==> src/rtl/dab_pwm_modulator.sv <==
// dab_pwm_modulator -- four-leg phase-shift PWM for a dual-active-bridge stage.
// A 9-bit carrier (512 counts per switching period) advances on a programmable
// prescaler tick. tau1/tau2/phi are double-buffered and applied only at period
// start (wrap or enable start), so a period never mixes old and new settings.
// Build option: define DAB_PWM_DEADTIME_EN to insert DEAD_CYCLES clk of
// all-low dead time on every leg transition; without it the gates follow the
// leg references directly and DEAD_CYCLES only gets a range check.
module dab_pwm_modulator #(
  parameter int DEAD_CYCLES = 8
) (
  input  logic              clk,
  input  logic              rst_n,
  input  logic              en,
  input  logic signed [8:0] tau1,
  input  logic signed [8:0] tau2,
  input  logic signed [8:0] phi,
  input  logic              param_valid,
  input  logic [15:0]       tick_div,
  output logic [3:0]        gate_hi,
  output logic [3:0]        gate_lo,
  output logic              trigger_out
);

  if (DEAD_CYCLES < 1 || DEAD_CYCLES > 255) begin : g_dead_range
    $error("DEAD_CYCLES must be in 1..255");
  end

  logic        run;
  logic [8:0]  cnt;
  logic [15:0] pre;
  logic [15:0] act_div;
  logic [8:0]  pend_tau1, pend_tau2, pend_phi;
  logic [8:0]  act_tau1, act_tau2, act_phi;

  logic        start, tick, wrap, load;
  logic [8:0]  src_tau1, src_tau2, src_phi;
  logic [8:0]  new_tau1, new_tau2;
  logic [3:0][8:0] off;
  logic [3:0]  leg_ref;

  // True when carrier count c lies in the 256-count window starting at o (mod 512).
  function automatic logic in_window(input logic [8:0] c, input logic [8:0] o);
    logic [8:0] d;
    d = c - o;
    return ~d[8];
  endfunction

  assign start = en && !run;
  assign tick  = en && run && (pre == act_div);
  assign wrap  = tick && (cnt == 9'd511);
  assign load  = start || wrap;

  // A strobe landing on the load cycle goes straight to the active set.
  assign src_tau1 = param_valid ? tau1 : pend_tau1;
  assign src_tau2 = param_valid ? tau2 : pend_tau2;
  assign src_phi  = param_valid ? phi  : pend_phi;
  assign new_tau1 = src_tau1[8] ? 9'd0 : src_tau1;
  assign new_tau2 = src_tau2[8] ? 9'd0 : src_tau2;

  assign off[0] = 9'd0;
  assign off[1] = act_tau1;
  assign off[2] = act_phi;
  assign off[3] = act_phi + act_tau2;

  // Leg references from the current carrier count and active offsets.
  always_comb begin
    leg_ref = '0;
    for (int i = 0; i < 4; i++) begin
      leg_ref[i] = in_window(cnt, off[i]);
    end
  end

  // Parameter capture, period-boundary load, prescaler, carrier and trigger.
  always_ff @(posedge clk) begin
    if (!rst_n) begin
      run         <= 1'b0;
      cnt         <= '0;
      pre         <= '0;
      act_div     <= '0;
      pend_tau1   <= '0;
      pend_tau2   <= '0;
      pend_phi    <= '0;
      act_tau1    <= '0;
      act_tau2    <= '0;
      act_phi     <= '0;
      trigger_out <= 1'b0;
    end else begin
      if (param_valid) begin
        pend_tau1 <= tau1;
        pend_tau2 <= tau2;
        pend_phi  <= phi;
      end
      if (load) begin
        act_tau1 <= new_tau1;
        act_tau2 <= new_tau2;
        act_phi  <= src_phi;
        act_div  <= tick_div;
      end
      if (!en) begin
        run         <= 1'b0;
        cnt         <= '0;
        pre         <= '0;
        trigger_out <= 1'b0;
      end else if (start) begin
        run         <= 1'b1;
        cnt         <= '0;
        pre         <= '0;
        trigger_out <= 1'b1;
      end else begin
        trigger_out <= wrap;
        if (tick) begin
          pre <= '0;
          cnt <= cnt + 9'd1;
        end else begin
          pre <= pre + 16'd1;
        end
      end
    end
  end

`ifdef DAB_PWM_DEADTIME_EN
  localparam logic [7:0] DT_LOAD = 8'(DEAD_CYCLES - 1);

  logic [3:0]      ref_prev;
  logic [3:0][7:0] dt_cnt;
  logic [3:0]      start_ref;

  // References at count 0 under the values being loaded, so the start-up dead
  // time is not mistaken for a second transition one clk later.
  assign start_ref[0] = in_window(9'd0, 9'd0);
  assign start_ref[1] = in_window(9'd0, new_tau1);
  assign start_ref[2] = in_window(9'd0, src_phi);
  assign start_ref[3] = in_window(9'd0, src_phi + new_tau2);

  // Per-leg dead-time insertion; any reference change restarts the window.
  always_ff @(posedge clk) begin
    if (!rst_n || !en) begin
      ref_prev <= '0;
      dt_cnt   <= '0;
      gate_hi  <= '0;
      gate_lo  <= '0;
    end else if (start) begin
      ref_prev <= start_ref;
      dt_cnt   <= {4{DT_LOAD}};
      gate_hi  <= '0;
      gate_lo  <= '0;
    end else begin
      for (int i = 0; i < 4; i++) begin
        if (leg_ref[i] != ref_prev[i]) begin
          ref_prev[i] <= leg_ref[i];
          dt_cnt[i]   <= DT_LOAD;
          gate_hi[i]  <= 1'b0;
          gate_lo[i]  <= 1'b0;
        end else if (dt_cnt[i] != 8'd0) begin
          dt_cnt[i]   <= dt_cnt[i] - 8'd1;
          gate_hi[i]  <= 1'b0;
          gate_lo[i]  <= 1'b0;
        end else begin
          gate_hi[i]  <= leg_ref[i];
          gate_lo[i]  <= ~leg_ref[i];
        end
      end
    end
  end
`else
  // Gates follow the references directly, one clk behind the carrier.
  always_ff @(posedge clk) begin
    if (!rst_n || !en || start) begin
      gate_hi <= '0;
      gate_lo <= '0;
    end else begin
      gate_hi <= leg_ref;
      gate_lo <= ~leg_ref;
    end
  end
`endif

endmodule
==> config.mk <==
export PLATFORM = sky130hd
export DESIGN_NAME = dab_pwm_modulator
export DESIGN_NICKNAME = d
export VERILOG_FILES = /design/src/rtl/dab_pwm_modulator.sv
export SDC_FILE = /design/constraint.sdc
export NUM_CORES = 1
export LEC_CHECK = 0
export CAP_MARGIN = 20
export CORE_MARGIN = 8
export CORE_UTILIZATION = 60
export CTS_BUF_LIST = sky130_fd_sc_hd__clkbuf_2
export DETAILED_ROUTE_END_ITERATION = 10
export DONT_BUFFER_PORTS = 1
export HOLD_SLACK_MARGIN = 0.02
export PLACE_DENSITY_LB_ADDON = 0.3
export SLEW_MARGIN = 0
export SYNTH_ARGS = -nofsm -noshare
export SYNTH_HDL_FRONTEND = slang
export SYNTH_SLANG_ARGS = --single-unit
==> constraint.sdc <==
create_clock -name clk -period 2.8 [get_ports clk]
set_input_delay 0.56 -clock clk [delete_from_list [all_inputs] [get_ports clk]]
set_output_delay 0.56 -clock clk [all_outputs]
set_load 0.1 [all_outputs]
==> results of run 1 <==
-- cell families after synthesis --
| family | Yosys count | synth area share, % |
|---|---|---|
| adder cells (fa/ha/maj) | 32 | 9.12 |
| XOR/XNOR | 32 | 5.74 |
| AO/OA/AOI/OAI | 102 | 16.7 |
| buffers and inverters | 64 | 5.15 |
| AND/OR/NAND/NOR | 138 | 15.3 |
| multiplexers | 28 | 5.76 |
| flip-flops | 103 | 42.2 |
-- registers in the layout, summed over array words and instances, names as in the netlist --
register,cells
pre,16
act_phi,9
cnt,9
gate_hi,4
pend_tau1,9
pend_tau2,9
pend_phi,9
act_div,16
trigger_out,1
run,1
gate_lo,4
act_tau1,8
act_tau2,8
-- power by group through the flow --
stage	clock network [mW]	logic, mW	registers [mW]
6_report	0.740	0.360	1.62
5_1_grt	0.819	0.403	1.63
4_1_cts	0.752	0.361	1.62
3_5_place_dp	0	0.358	1.65
3_3_place_gp	0	0.340	1.64
2_1_floorplan	0	0.302	1.63
-- placed cells by master, fill, tap and decap left out, types with 3 or more instances in the layout --
cell type and n:
a22oi_1 8, a21o_1 7, o21ai_0 5, and3_1 6
buf_4 6, nor2_1 28, nand4_1 5, nand3_1 12
clkbuf_2 9, a21boi_0 3, a22o_1 14, ha_1 26
mux2i_1 27, inv_1 42, xor2_1 25, dfxtp_1 103
xnor2_1 7, o31ai_1 6, nor2b_1 24, or4_1 7
nand2_1 27, a221o_1 5, fa_1 6, o221ai_1 8
and2_1 12, a32o_1 19, a21oi_1 16, nand2b_1 7
o22ai_1 3
-- stage by stage --
step                      total power, mW  util [%]  worst slack (ps)  cells
after floorplan                      1.93         -               828    499
after global placement               1.98      61.7               576    588
after detailed placement             2.00      61.7               560    588
after CTS                            2.73      63.2               488    604
after global routing                 2.85      63.2               302    604
final                                2.72      63.2               475    604
-- worst min path at each step --
stage / to / cells past startpoint / slack, ps
after floorplan: act_tau1[1] / 1 / 440
after detailed placement: act_tau1[1] / 1 / 460
after CTS: pend_tau2[7] / 1 / 70
after global placement: act_tau1[1] / 1 / 450
after global routing: act_div[5] / 1 / 20
final: pend_tau1[4] / 1 / 100
-- layout make-up --
class	count	area (µm²)
Multi-Input combinational cell	332	2570
Sequential cell	103	2060
Inverter	42	158
Fill cell	684	2960
Tap cell	105	131
Clock buffer	9	45.0
Timing Repair Buffer	6	45.0
Clock inverter	7	80.1
-- layer usage --
| layer | vias up | GRT usage (%) |
|---|---|---|
| li1 | 1766 | - |
| met1 | 1763 | 24.4 |
| met2 | 85 | 31.9 |
| met3 | 8 | 5.26 |
| met4 | 0 | 5.33 |
| met5 | - | 0 |
==> results.yml, run 1 <==
routing:
  drt-met1-wl_um: 4720
  viasPerCell: 6.00
  drt_wl_total_um: 10800
  antenna_left: 0
  wl_met3_um: 639
  first_iter_violations: 192
  top_layer: "met4"
  wl_met2_um: 5390
  num_vias: 3622
  firstDrtPassIters: 4
  drc: 0
  post_drt_wl_per_cell_um: 18.0
finish:
  syn2layout_area_growth_pct: 4.25
  fin_nets: 573
  antennaDiodeCount: 0
  design_area_um2: 5090
  layout-drive-gt1-share_pct: 5.81
critical_path:
  ff2ff_setup_slack_ps: 470
  path_buf_inv: 0
  required_ps: 3310
  rr_startpoint: "cnt[3]"
  cp_top_family: "simple AND/OR/NAND/NOR gates"
  worstSetupEndpoint: "act_tau2[4]"
  cp-end-kind: "flop"
  cpPeakStageDelay_ps: 590
  rr_worst_depth: 7
  critPathMaxFanout: 8
  crit_cells: 7
  worstSetupPathType: "flop to flop"
  startpoint: "cnt[3]"
  rr_endpoint: "act_tau2[4]"
  crit_arrival_ps: 2830
  cp_slowest_cell: "or4_1"
  start_kind: "flop"
  crit_chain: "and3_1 > nand3_1 > nor2_1 > ha_1 > nand2_1 > or4_1 > o221ai_1"
placement:
  gp_congestion: 0.881
  place_area_um2: 4970
  place_hpwl_um: 8100
  io_buffers: 0
floorplanning:
  die_area_um2: 11300
  die_width_um: 106
  die_h_um: 106
  core_um2: 8050
  ioPinCount: 56
  start_util_pct: 60.7
  fp-row-count: 33
synth:
  synth.top_cells.by_area: "dfxtp_1 42%, ha_1 6.7%, mux2i_1 5.5%, xor2_1 4.5%, a32o_1 3.9%"
  synth_seq_area_share_pct: 42.2
  synth_top_area_share_pct: 42.2
  synth_top_area_cell: "dfxtp_1"
  synthTopCellsByCount: "103 x dfxtp_1, 42 x inv_1, 28 x nor2_1"
  synth_ff_type: "dfxtp_1"
  synthCells: 499
  syn-num-nets: 578
  synth.avg_cell_area_um2: 9.79
  synth_edf_count: 0
  synthMostInstantiatedCell: "dfxtp_1"
  ys_warn_count: 0
  ys_types: 44
  synth-seq-cells: 103
  async_flop_share_pct: 0
  netlist_area_um2: 4880
sta:
  hold_violations: 0
  drv_slew: 0
  hold_ws_ps: 103
  tightest_slew_ps: 945
  setup_violations: 0
  skew_ps: 28.3
  setup_tns_ps: 0
  grt_setup_unrepaired: "no"
  maxSlewHeadroom_pct: 36.9
  fmax_mhz: 430
  fin_crit_sh_pct: 83.0
  min_period_ps: 2330
clocking:
  cts_buffer_depth: 2
  cts_tree: "built"
  ctsHtreeMaxLevel: 3
  post-cts-setup-buffers: 0
  post_cts_resized: 0
  clock_latency_ps: 580
  clk_pin_slew_worst_paths_ps: 290
  cts-hold-fix-buffers: 0
  clock_sinks: 103
  cts_root_buffer: "clkbuf_2"
  numCtsBuffers: 9
global_routing:
  grt_max_degree: 54
  antenna_found_initial: 0
  grt_pass1_wl_um: 17600
  grt.total_usage_pct: 19.4
  grt_pass1_vias: 3522
  grt-ovfl-total: 0
pwr:
  p_comb_share_pct: 13.3
  max-vdd-ir-drop_mv: 0.347
  switching_share_pct: 29.3
  p_leak_nw: 2.11
  pwr-share-clk_pct: 27.2
  power.density_nw_per_um2: 534
  p_int_mw: 1.92
  p_sw_mw: 0.798
  pwr-share-seq_pct: 59.5
status:
  status: "completed"
min_path:
  hold_start: "rst_n"
  hold_path_class: "primary input to flop"
job:
  drv_cap: 0
Note: power is estimated with default switching activity, not from simulation.
==> run 2: changes to the inputs <==
CORE_UTILIZATION = 59   (was 60)
clock period = 1.9 ns   (was 2.8 ns; I/O delays follow)
==> run 2 against run 1 <==
Compared with the run above:
- the flow now finishes with violations (setup timing)
- non-clock buffer count increased by 144
- clock-buffer cell count stayed put
- total power is 67% higher
- sequential power is 45% higher
- worst hold slack got worse by 81 ps
- cell area is 33% higher
- via count up 38%
- sequential cell count is the same
- global-route usage up 6.5 points
- critical path type unchanged
- largest power group unchanged
- highest routed layer unchanged
==> results.yml, run 2 (synthesis results as in run 1) <==
finish:
  final_util_pct: 83.4
  fin_nets: 717
  layout-drive-gt1-share_pct: 30.2
  multi_input_area_um2: 2920
  syn2layout_area_growth_pct: 39.0
  mostFrequentLayoutCell: "dfxtp_1"
  fillCellCount: 355
  reg_top3: "act_div: 16 flops, pre: 16 flops"
  mostFrequentLayoutCells: "82 x dfxtp_1, 77 x buf_4, 59 x dlygate4sd3_1"
  seqCellArea_um2: 2100
sta:
  tightest_slew_ps: 577
  drv_slew: 0
  final.setup.worst_slack_ps: -316
  setup_tns_ps: -14580
  grt_setup_unrepaired: "yes"
  hold_violations: 0
  setup_violations: 72
  maxSlewHeadroom_pct: 60.4
  skew_ps: 31.0
  min_period_ps: 2220
  fin_crit_sh_pct: 117
  fmax_mhz: 451
pwr:
  p_leak_nw: 2.87
  power.density_nw_per_um2: 669
  max-vdd-ir-drop_mv: 0.590
  finalPower_mw: 4.54
status:
  status: "finished, violations left"
  violations: "setup timing"
placement:
  place_hpwl_um: 8650
  io_buffers: 0
  dp_slack_ps: -193
  gp_congestion: 0.844
global_routing:
  antenna_found_initial: 1
  grt.total_usage_pct: 25.8
  grt_pass1_wl_um: 23400
  grt_max_degree: 49
  grt_pass1_vias: 4636
  grt-ovfl-total: 0
critical_path:
  path_buf_inv: 1
  worstSetupPathType: "flop to flop"
  startpoint: "act_div[4]"
  cpPeakStageDelay_ps: 500
  cp-end-kind: "flop"
  critPathMaxFanout: 5
  start_kind: "flop"
  crit_arrival_ps: 2830
  required_ps: 2510
  rr_startpoint: "act_div[4]"
  cp_top_family: "simple AND/OR/NAND/NOR gates"
  crit_chain: "xor2_2 > nor4_4 > nand3_2 > buf_8 > or4_1 > a21oi_1"
  cp_slowest_cell: "or4_1"
floorplanning:
  fp-row-count: 33
  die_h_um: 107
  ioPinCount: 56
  start_util_pct: 60.0
  die_width_um: 107
  die_area_um2: 11400
  core_um2: 8130
job:
  drv_cap: 0
routing:
  viasPerCell: 6.67
  num_vias: 4996
  first_iter_violations: 555
  post_drt_wl_per_cell_um: 25.0
  drt_wl_total_um: 18700
  firstDrtPassIters: 8
  drc: 0
  antenna_left: 0
clocking:
  cts_tree: "built"
  cts_buffer_depth: 2
  ctsHtreeMaxLevel: 3
  clock_latency_ps: 660
  cts_root_buffer: "clkbuf_2"
  clk_pin_slew_worst_paths_ps: 330
  numCtsBuffers: 9
  clock_sinks: 103
min_path:
  hold_path_class: "primary input to flop"
  hold_start: "param_valid"
[run 2: cell count changes in the layout (fill, tap and decap cells not counted), sizes merged]
cell         change
buf             +83
bufinv           -1
clkbuf           +2
clkinv           +3
clkinvlp         -2
diode            +1
dlygate4sd3     +59
[run 2: per-layer routing]
metal / up-vias / GRT usage (%) / part of all wire [%]
li1: 2058 / - / -
met1: 2358 / 28.8 / 35
met2: 425 / 46.1 / 47
met3: 155 / 6.48 / 10
met4: 0 / 9.95 / 7.8
met5: - / 0 / 0
[run 2: cell type report]
| cell class | instances | share of cell area [%] |
|---|---|---|
| clock buffer | 9 | 0.664 |
| multi-input combinational | 332 | 43.1 |
| timing repair buffer | 150 | 20.0 |
| antenna | 1 | 0.0369 |
| tap | 105 | 1.94 |
| inverter | 42 | 2.32 |
| clock inverter | 7 | 0.996 |
| sequential | 103 | 30.9 |
[run 2: final timing paths]
kind                                     end  slack [ps]  depth (start not counted)
worst min register to register    act_div[3]         530                          1
worst max register to register        cnt[5]        -320                          6
worst min-delay path            pend_tau2[1]          20                          2
worst max-delay path                  cnt[5]        -320                          6
[run 2: timing repair]
action / 4_1_cts / 5_1_grt
hold endpoints to repair: 48 / 5
cloned: 0 / 3
setup endpoints to repair: 55 / 55
pin swaps: 24 / 29
resized for setup: 37 / 65
hold buffers: 58 / 2
setup buffers: 3 / 11
[run 2: metrics by stage]
step	area [µm²]	hold WS, ps	instances
floorplan	4890	442	499
global placement	5510	454	656
detailed placement	5510	457	656
CTS	6380	30.0	733
global route	6790	-2.82	749
finish	6790	21.8	749
[run 2: power by group]
group / total [mW] / internal, mW / switching (mW)
registers: 2.35 / 2.27 / 0.0760
logic: 1.10 / 0.528 / 0.570
clock network: 1.09 / 0.208 / 0.886
total: 4.54 / 3.01 / 1.53
